[src/rtl/me_pkg.sv]
// Shared types and width helpers for the motion-estimation job sequencer.
package me_pkg;

  typedef enum logic [1:0] {
    ST_LOAD_SW,
    ST_LOAD_TB,
    ST_REQ,
    ST_RESULT
  } seq_state_t;

  function automatic int addr_width(input int edge_len);
    return $clog2(edge_len * edge_len);
  endfunction

  function automatic int cnt_width(input int sw_len, input int tb_len);
    return $clog2((sw_len - tb_len + 1) * (sw_len - tb_len + 1));
  endfunction

  function automatic int sad_width(input int tb_len, input int pe_out_width);
    return $clog2(tb_len * tb_len) + pe_out_width;
  endfunction

  // Wide enough for any SAD width; users take the low SAD_WIDTH bits.
  localparam logic [63:0] SAD_MAX = '1;

endpackage

[src/rtl/me_seq_wdog.sv]
// Request watchdog for me_job_sequencer: counts enabled cycles, flags the last one.
module me_seq_wdog #(
  parameter int unsigned LIMIT = 65535
) (
  input  logic clk,
  input  logic rst,
  input  logic i_clear,
  input  logic i_en,
  output logic o_expire
);

  localparam int unsigned CW = $clog2(LIMIT + 1);
  localparam logic [CW-1:0] TERM = CW'(LIMIT - 1);

  logic [CW-1:0] r_cnt;

  always_ff @(posedge clk or posedge rst) begin
    if (rst) begin
      r_cnt <= '0;
    end else if (i_clear) begin
      r_cnt <= '0;
    end else if (i_en && (r_cnt != TERM)) begin
      r_cnt <= r_cnt + 1'b1;
    end
  end

  assign o_expire = i_en && (r_cnt == TERM);

endmodule

[src/rtl/me_job_sequencer.sv]
// Host-side job sequencer for the ME engine: loads SW then TB memories, runs req/ack,
// returns the result. Optional ack watchdog enabled by defining ME_TIMEOUT_EN.
module me_job_sequencer
  import me_pkg::*;
#(
  parameter int TB_LENGTH      = 16,
  parameter int SW_LENGTH      = 64,
  parameter int PE_OUT_WIDTH   = 8,
  parameter int TIMEOUT_CYCLES = 65535,
  localparam int ADDR_SW       = addr_width(SW_LENGTH),
  localparam int ADDR_TB       = addr_width(TB_LENGTH),
  localparam int CNT_WIDTH     = cnt_width(SW_LENGTH, TB_LENGTH),
  localparam int SAD_WIDTH     = sad_width(TB_LENGTH, PE_OUT_WIDTH)
) (
  input  logic                 clk,
  input  logic                 rst,
  input  logic                 s_valid,
  output logic                 s_ready,
  input  logic [7:0]           s_data,
  input  logic                 s_last,
  output logic                 sw_wren,
  output logic [ADDR_SW-1:0]   sw_addr,
  output logic [7:0]           sw_data,
  output logic                 tb_wren,
  output logic [ADDR_TB-1:0]   tb_addr,
  output logic [7:0]           tb_data,
  output logic                 me_req,
  input  logic                 me_ack,
  input  logic [SAD_WIDTH-1:0] me_min_sad,
  input  logic [CNT_WIDTH-1:0] me_min_mvec,
  output logic                 r_valid,
  input  logic                 r_ready,
  output logic [SAD_WIDTH-1:0] r_sad,
  output logic [CNT_WIDTH-1:0] r_mvec,
  output logic                 r_timeout,
  output logic                 err_frame
);

  localparam logic [ADDR_SW-1:0] SW_LAST = ADDR_SW'(SW_LENGTH * SW_LENGTH - 1);
  localparam logic [ADDR_TB-1:0] TB_LAST = ADDR_TB'(TB_LENGTH * TB_LENGTH - 1);

  if ((TB_LENGTH < 1) || (SW_LENGTH < TB_LENGTH) || (TIMEOUT_CYCLES < 1)) begin : g_param_check
    $error("me_job_sequencer: illegal parameter combination");
  end

  seq_state_t          r_state;
  logic [ADDR_SW-1:0]  r_sw_cnt;
  logic [ADDR_TB-1:0]  r_tb_cnt;
  logic                r_s_ready;
  logic                r_sw_wren;
  logic [ADDR_SW-1:0]  r_sw_addr;
  logic [7:0]          r_sw_data;
  logic                r_tb_wren;
  logic [ADDR_TB-1:0]  r_tb_addr;
  logic [7:0]          r_tb_data;
  logic                r_me_req;
  logic                r_res_valid;
  logic [SAD_WIDTH-1:0] r_res_sad;
  logic [CNT_WIDTH-1:0] r_res_mvec;
  logic                r_res_timeout;
  logic                r_err_frame;

  logic w_accept;
  logic w_tb_final;
  logic w_wdog_expire;

  assign w_accept   = s_valid && r_s_ready;
  assign w_tb_final = (r_state == ST_LOAD_TB) && (r_tb_cnt == TB_LAST);

`ifdef ME_TIMEOUT_EN
  me_seq_wdog #(
    .LIMIT (TIMEOUT_CYCLES)
  ) u_wdog (
    .clk      (clk),
    .rst      (rst),
    .i_clear  (r_state != ST_REQ),
    .i_en     ((r_state == ST_REQ) && r_me_req),
    .o_expire (w_wdog_expire)
  );
`else
  assign w_wdog_expire = 1'b0;
`endif

  always_ff @(posedge clk or posedge rst) begin
    if (rst) begin
      r_state       <= ST_LOAD_SW;
      r_sw_cnt      <= '0;
      r_tb_cnt      <= '0;
      r_s_ready     <= 1'b0;
      r_sw_wren     <= 1'b0;
      r_sw_addr     <= '0;
      r_sw_data     <= '0;
      r_tb_wren     <= 1'b0;
      r_tb_addr     <= '0;
      r_tb_data     <= '0;
      r_me_req      <= 1'b0;
      r_res_valid   <= 1'b0;
      r_res_sad     <= '0;
      r_res_mvec    <= '0;
      r_res_timeout <= 1'b0;
      r_err_frame   <= 1'b0;
    end else begin
      r_sw_wren <= 1'b0;
      r_tb_wren <= 1'b0;

      // Framing is checked, never trusted: the beat count alone drives sequencing.
      if (w_accept && (s_last != w_tb_final)) begin
        r_err_frame <= 1'b1;
      end

      unique case (r_state)
        ST_LOAD_SW: begin
          r_s_ready <= 1'b1;
          if (w_accept) begin
            r_sw_wren <= 1'b1;
            r_sw_addr <= r_sw_cnt;
            r_sw_data <= s_data;
            if (r_sw_cnt == SW_LAST) begin
              r_sw_cnt <= '0;
              r_state  <= ST_LOAD_TB;
            end else begin
              r_sw_cnt <= r_sw_cnt + 1'b1;
            end
          end
        end

        ST_LOAD_TB: begin
          r_s_ready <= 1'b1;
          if (w_accept) begin
            r_tb_wren <= 1'b1;
            r_tb_addr <= r_tb_cnt;
            r_tb_data <= s_data;
            if (r_tb_cnt == TB_LAST) begin
              r_tb_cnt  <= '0;
              r_s_ready <= 1'b0;
              r_state   <= ST_REQ;
            end else begin
              r_tb_cnt <= r_tb_cnt + 1'b1;
            end
          end
        end

        ST_REQ: begin
          r_s_ready <= 1'b0;
          // A real ack in the expiry cycle takes priority over the watchdog.
          if (me_ack) begin
            r_me_req      <= 1'b0;
            r_res_sad     <= me_min_sad;
            r_res_mvec    <= me_min_mvec;
            r_res_timeout <= 1'b0;
            r_res_valid   <= 1'b1;
            r_state       <= ST_RESULT;
          end else if (w_wdog_expire) begin
            r_me_req      <= 1'b0;
            r_res_sad     <= SAD_MAX[SAD_WIDTH-1:0];
            r_res_mvec    <= '0;
            r_res_timeout <= 1'b1;
            r_res_valid   <= 1'b1;
            r_state       <= ST_RESULT;
          end else begin
            r_me_req <= 1'b1;
          end
        end

        ST_RESULT: begin
          r_s_ready <= 1'b0;
          if (r_ready) begin
            r_res_valid   <= 1'b0;
            r_res_timeout <= 1'b0;
            r_s_ready     <= 1'b1;
            r_state       <= ST_LOAD_SW;
          end
        end

        default: begin
          r_state <= ST_LOAD_SW;
        end
      endcase
    end
  end

  assign s_ready   = r_s_ready;
  assign sw_wren   = r_sw_wren;
  assign sw_addr   = r_sw_addr;
  assign sw_data   = r_sw_data;
  assign tb_wren   = r_tb_wren;
  assign tb_addr   = r_tb_addr;
  assign tb_data   = r_tb_data;
  assign me_req    = r_me_req;
  assign r_valid   = r_res_valid;
  assign r_sad     = r_res_sad;
  assign r_mvec    = r_res_mvec;
  assign r_timeout = r_res_timeout;
  assign err_frame = r_err_frame;

endmodule

[config.mk]
export PLATFORM = sky130hd
export DESIGN_NAME = me_job_sequencer
export DESIGN_NICKNAME = d
export VERILOG_FILES = /design/src/rtl/me_pkg.sv /design/src/rtl/me_seq_wdog.sv /design/src/rtl/me_job_sequencer.sv
export SDC_FILE = /design/constraint.sdc
export NUM_CORES = 1
export LEC_CHECK = 0
export CORE_MARGIN = 4
export CORE_UTILIZATION = 55
export CTS_CLUSTER_DIAMETER = 200
export DETAILED_ROUTE_END_ITERATION = 16
export DONT_BUFFER_PORTS = 1
export GPL_TIMING_DRIVEN = 0
export PLACE_DENSITY = 0.78
export SLEW_MARGIN = 20
export SYNTH_ARGS = -nofsm -noshare
export SYNTH_HDL_FRONTEND = slang
export SYNTH_SLANG_ARGS = --single-unit
[constraint.sdc]
create_clock -name clk -period 3 [get_ports clk]
set_input_delay 0.6 -clock clk [delete_from_list [all_inputs] [get_ports clk]]
set_output_delay 0.6 -clock clk [all_outputs]
set_load 0.03 [all_outputs]
* Word level (Yosys, flattened, before mapping)
Index checks and enable logic that the tools add are counted.
** Storage, ports and cells
- Flip-flop bits (word level) :: 93
- Input bits :: 42
- Output and inout bits :: 71
- Logic and storage cells :: 62
** Operators by class
- $add $sub $neg :: 2
- Equal/unequal tests :: 12
- Multiplexer cells :: 22
- Reduce and logical (&&, ||, !) cells :: 10
** Operators by type and width (count)
- 12-bit by 1-bit adder with 12-bit output, second input constant :: 1
- 12-bit equality test, second input constant :: 1
- 12-bit two-way mux :: 1
- 2-bit two-way mux :: 6
- 1-bit two-way mux :: 10
- 2-bit inequality test, second input constant :: 5
- 8-bit by 1-bit adder with 8-bit output, second input constant :: 1
- 8-bit equality test, second input constant :: 1
- 8-bit two-way mux :: 1
- 2-bit one-hot mux with 4 select lines :: 1
- 2-bit AND reduction :: 3
- 6-bit AND reduction :: 1
- 2-bit equality test, second input constant :: 2
- 1-bit one-hot mux with 2 select lines :: 2
- 1-bit one-hot mux with 4 select lines :: 1
- 1-bit logical AND :: 3
- 3-bit AND reduction :: 1
- 2-bit by 1-bit equality test with 1-bit output, second input constant :: 1
- 2-bit zero test :: 1
- 2-bit by 1-bit inequality test with 1-bit output, second input constant :: 1
- 2-bit nonzero test :: 1
- 1-bit inequality test :: 1

* Longest topological paths before layout
- Depth after elaboration :: 4
- Gate-level depth with buffers :: 7
- Mapped depth without buffers :: 7

* Least setup slack after synthesis
Ideal clock, no wire load.
- Kind :: flip-flop to flip-flop
- Start :: register r_state[0]
- End :: register r_sw_cnt[9]
- Library setup time :: 0.128 ns
- Arrival time :: 1.842 ns
- Data required time :: 2.872 ns
- Setup slack :: 1.030 ns
- Stages on the path, launching flop included :: 8
- Path buffers :: 0
- Period minus slack after synthesis :: 1.970 ns
- Cell sequence :: dfrtp_1 -> inv_1 -> ha_1 -> nand3_1 -> or3_1 -> nor3_1 -> nand3b_1 -> o21ai_0
** On the way
- Longest elaborated chain between the ends :: 2
** RTL lines
- start: declaration :: line me_job_sequencer.sv:46 : seq_state_t r_state;
- start signal: assignment :: line me_job_sequencer.sv:86 : r_state <= ST_LOAD_SW;
- start signal: assignment :: line me_job_sequencer.sv:120 : r_state <= ST_LOAD_TB;
- start signal: assignment :: line me_job_sequencer.sv:136 : r_state <= ST_REQ;
- 2-bit zero test :: line me_job_sequencer.sv:111 : unique case (r_state)
- 2-bit AND reduction (no source line)
- end signal: assignment :: line me_job_sequencer.sv:122 : r_sw_cnt <= r_sw_cnt + 1'b1;
- end: declaration :: line me_job_sequencer.sv:47 : logic [ADDR_SW-1:0] r_sw_cnt;
Every way passes these cells.
A chain may end at the register's enable or synchronous reset.

* Worst setup path after layout
Same ends and word-level chain as after synthesis.

==> qor.yml <==
synth.largest_area_cell: "dfrtp_1"
initial_utilization: 0.5756
drt_wl_total_um: 7296
cts_tree: "done"
leakage_uw: 0.002105
yosysSeqAreaShare: 0.6193
async_reset_ff_frac: 1.000
synth_nets: 395
synth_most_common_cell: "nand2_1"
maxCapViolCount: 0
status: "finished clean"
coreArea_mm2: 0.006459
synth_area_mm2: 0.003717
n_fill_cell: 512
setup_viol: 0
post-route-period-util: 0.7569
clockBufferDepth: 2
r2r_start: "r_state[0]"
fin_setup_tns_ns: 0
wl_met3_um: 459
clockRootBuffer: "clkbuf_8"
die_h_um: 90.21
ys_warn_count: 0
finalCriticalPeriod_ns: 2.271
met2_wirelength_um: 3816
grt_pass1_vias: 2378
postCtsHoldBufs: 0
numPortBuffers: 0
min_path_type: "in2async"
fin_skew_ns: 0.007537
startpoint_type: "flip-flop"
rows: 29
synth_area_per_cell_um2: 10.74
post_cts_buffers: 0
grt_setup_unrepaired: "no"
utilization: 0.6313
synth.top_cell.area_share: 0.6193
wl_per_cell_um: 16.58
drive_above_1_share: 0.1433
top_layer: "met4"
wl_met1_um: 2962
viasPerCell: 5.398
relSlewSlack: 0.6277
hold_viol_final: 0
grt_pass1_wl_um: 11740
synth.distinct_cells: 31
reg2reg_to: "r_sw_cnt[9]"
ys_top_cells_by_area: "dfrtp_1, nand2_1, mux2_2"
synth_seq_cells: 92
final_max_slew_viol_count: 0
antenna_found_initial: 0
grt_max_degree: 51
clkLatencyLatePin_ns: 0.34
dp_hpwl_um: 5375
reg2reg_slack_ns: 0.73
worstPathMaxFanout: 7
pin_count: 113
vdd_drop_max_mv: 0.4628
synth_edf_count: 0
nNetsFinal: 407
synth_ff_type: "dfrtp_1"
die_w_um: 90.21
post-route-drc-count: 0
die_area_mm2: 0.008138
max_freq_ghz: 0.4404
yosys-top-cells-count: "nand2_1, dfrtp_1, mux2_2"
netlist_instances: 346
gp_congestion: 0.8006
grt_overflow: 0
critPathKind: "reg2reg"
pwr_density_cell_mw_per_mm2: 622.0
cp.arrival_ns: 2.50
cts_resized: 0
tightest_slew_ns: 0.5585
htreeDepth: 3
reg2regPathDepth: 7
cts_made_buffers: 9
syn2layout_area_growth_pct: 9.694
ant_nets: 0
insertedDiodeCount: 0
endpoint_kind: "flip-flop"
drt_iter0_markers: 76
vias: 2375
path_clk_slew_ns: 0.10
dr.pass1.iters: 4
cts.sinks: 92
grt_usage: 0.1801
worstPathRequired_ns: 3.23
[power by group]
part | internal (uW) | switching, uW | leakage, uW
Combinational | 54.1 | 83.7 | 0.000765
Clock | 482 | 448 | 0.000113
Sequential | 1310 | 159 | 0.00123
Total | 1850 | 691 | 0.00210
[state kept, by name, summed over array words and instances (netlist names)]
name and count:
tb_data 8, tb_wren 1, tb_addr 8, sw_addr 12, r_valid 1, err_frame 1
r_sad 16, r_state 2, sw_data 8, s_ready 1, r_mvec 12, me_req 1
sw_wren 1, r_sw_cnt 12, r_tb_cnt 8
[critical path, stage by stage, from the launching register on]
cell,delay (ns)
dfrtp_1,0.41
inv_1,0.12
ha_1,0.24
nand3_1,0.21
or3_1,0.50
nor3_1,0.42
nand3b_1,0.17
o21ai_0,0.08
[per-layer routing]
layer,track usage,vias to the layer above
li1,-,1145
met1,0.2148,1156
met2,0.3099,68
met3,0.05593,6
met4,0.05995,0
met5,0,-
[cell type report]
type                       count  area (um2)  share of cell area
buffer                        11       45.04             0.01105
clock buffer                   9       123.9             0.03038
clock inverter                 7       110.1             0.02700
inverter                       8       32.53            0.007978
multi-input combinational    235        1340              0.3286
sequential                    92        2302              0.5646
tap                           77       96.34             0.02363
timing repair buffer           1       27.53            0.006751
[worst max path at each step]
stage                    start          end  slack, ns  cells after the start
floorplan                  rst    err_frame      0.008                      1
CTS                 r_state[0]  r_sw_cnt[9]       0.73                      7
finish              r_state[0]  r_sw_cnt[9]       0.73                      7
detailed placement  r_state[0]  r_sw_cnt[9]       0.75                      7
global route        r_state[0]  r_sw_cnt[9]       0.50                      7
global placement           rst   r_state[0]      -0.84                      1
[cell families (layout without fill, tap and decap cells)]
kind of cell             count (synthesis)  count (layout)  share of synthesized area
multiplexers                            30              30                    0.09054
XOR/XNOR                                13              13                    0.03063
adder cells (fa/ha/maj)                  7               7                    0.02356
flip-flops                              92              92                     0.6193
AND/OR/NAND/NOR                        163             163                     0.1801
other                                    1               1                   0.001009
AO/OA/AOI/OAI                           21              21                    0.03467
buffers and inverters                   19              36                    0.02020
[cells in the final DEF, fill, tap and decap left out, drive strengths merged, types with 2 or more instances in the layout]
cell type | netlist | routed
nand2 | 130 | 130
dfrtp | 92 | 92
mux2 | 29 | 29
clkbuf | 8 | 17
o21ai | 12 | 12
nor2 | 11 | 11
inv | 8 | 9
xnor2 | 8 | 8
ha | 7 | 7
nand4 | 7 | 7
nand3 | 6 | 6
xor2 | 5 | 5
o31ai | 4 | 4
buf | 3 | 4
a21oi | 3 | 3
clkinv | 0 | 3
nor3 | 2 | 2
bufinv | 0 | 2
[per-stage QoR]
stage / hold WS [ns] / instance area (um2) / total power (uW) / setup slack (ns) / instances
6_report: 0.1709 / 4078 / 2536 / 0.7292 / 440
5_1_grt: 0.1923 / 4078 / 2652 / 0.5018 / 440
4_1_cts: 0.1828 / 4078 / 2560 / 0.7251 / 440
3_5_place_dp: 0.5040 / 3844 / 1633 / 0.7470 / 424
3_3_place_gp: 0.4950 / 3814 / 1617 / -0.8446 / 423
2_1_floorplan: 0.4662 / 3717 / 1577 / 0.008038 / 346
(Power assumes the default switching activity.)
==> RTL edit: new RTL, same settings <==
`TB_LENGTH`: 16 -> 32.
--- a/src/rtl/me_job_sequencer.sv
+++ b/src/rtl/me_job_sequencer.sv
@@ -5,3 +5,3 @@
 #(
-  parameter int TB_LENGTH      = 16,
+  parameter int TB_LENGTH      = 32,
   parameter int SW_LENGTH      = 64,
Interface: changed (5 resized); port bits go from 113 to 117. No check against the original RTL was run, so the function may have changed too.
==> RTL edit against the original RTL <==
Sequential cell count up 5; total power down 3.7%; first-iteration DRC count up 82%; worst hold slack better by 0.0044 ns; sequential power up 4%; global-route usage up 0.51 points; setup slack better by 0.36 ns; clock skew up 0.00085 ns; die area up 6.2%; area after synthesis up 6.8%; wire length up 6.3%; design area up 6.4%; clock power down 18%; critical path type unchanged.
==> RTL edit: results (changes against the original RTL) <==
Worst-Margin Slew = 0.578 ns (was 0.559 ns)
R2R depth = 6 (was 7)
Mean Syn Cell Area = 10.6 um^2 (was 10.7 um^2)
FF-to-FF setup slack = 1.09 ns (was 0.73 ns)
Worst Path Max Fanout = 5 (was 7)
Post-DP Area = 0.00416 mm^2 (was 0.00384 mm^2)
Crit-path max cell delay = 0.54 ns (was 0.50 ns)
Netlist cell types = 33 (was 31)
Sequential Power Share = 0.625 (was 0.579)
Sw frac = 0.277 (was 0.272)
Status = finished clean (unchanged)
Layout Nets = 437 (was 407)
#MultiIn Comb = 254 (was 235)
Combinational power share = 0.065 (was 0.054)
GRT Overall Usage = 0.185 (was 0.180)
Clock buffers = 12 (was 9)
Non-clock buffer share of cell area = 0.0274 (was 0.0178)
Vias in the first global route = 2675 (was 2378)
Synth top area cells = dfrtp_1, nand2_1, mux2_2, ha_1, xnor2_1 (unchanged)
Clock Sinks = 97 (was 92)
VDD IR max = 0.000312 V (was 0.000463 V)
First-pass GRT wire length = 12600 um (was 11700 um)
Non-clock buffers = 15 (was 12)
Register area share after synthesis = 0.611 (was 0.619)
Register Area = 0.00243 mm^2 (was 0.00230 mm^2)
Clock skew = 0.00838 ns (was 0.00754 ns)
Vias per cell = 5.33 (was 5.40)
Max reg flops = 18 (was 16)
Largest net degree at the start of global routing = 32 (was 51)
Clock-cell share = 0.0401 (was 0.0574)
## RTL edit: changes by cell type in the layout (fill, tap and decap cells not counted), sizes merged, moves of 2 or more
cell,change
o31ai,-4
o21ai,-4
nand4,+2
nand2,+3
nor2,+4
mux2,+2
nor4,+3
a21oi,+2
bufinv,-2
clkbuf,+3
buf,+3
dfrtp,+5
clkinvlp,+2
nand3,+4
## RTL edit: kinds of logic after synthesis
kind of cell,after synthesis,synth area share
DFF,97,0.611
xor gates and xnor gates,14,0.0309
muxes,33,0.0929
buffers and inverters,22,0.0224
AOI/OAI and AO/OA,18,0.0290
adders and majority gates,7,0.0221
and+or+nand+nor,181,0.191
other,1,0.000944
## RTL edit: worst paths after layout
path                                         startpoint                      end
worst max-delay path             r_state[1]$_DFFE_PP0P_  r_tb_cnt[7]$_DFFE_PP0P_
worst min-delay path                                rst  r_sw_cnt[5]$_DFFE_PP0P_
worst max register to register   r_state[1]$_DFFE_PP0P_  r_tb_cnt[7]$_DFFE_PP0P_
worst min register to register  r_tb_cnt[6]$_DFFE_PP0P_  r_tb_cnt[6]$_DFFE_PP0P_
max in group asynchronous                           rst   tb_addr[3]$_DFFE_PP0P_
min in group clk                              s_data[4]   sw_data[4]$_DFFE_PP0P_
## RTL edit: per-layer routing
layer,GRT usage,vias up,routed length [um]
met5,0,-,0
met4,0.0757,0,140
met3,0.0555,10,469
met2,0.310,66,3910
met1,0.224,1287,3240
li1,-,1238,-
## RTL edit: per-stage QoR
stage	power (mW)	worst slack [ns]	hold WS (ns)
final	2.44	1.09	0.175
after global routing	2.56	0.909	0.194
after CTS	2.47	1.07	0.178
after detailed placement	1.71	1.10	0.502
after global placement	1.69	0.802	0.509
after floorplan	1.66	1.25	0.476
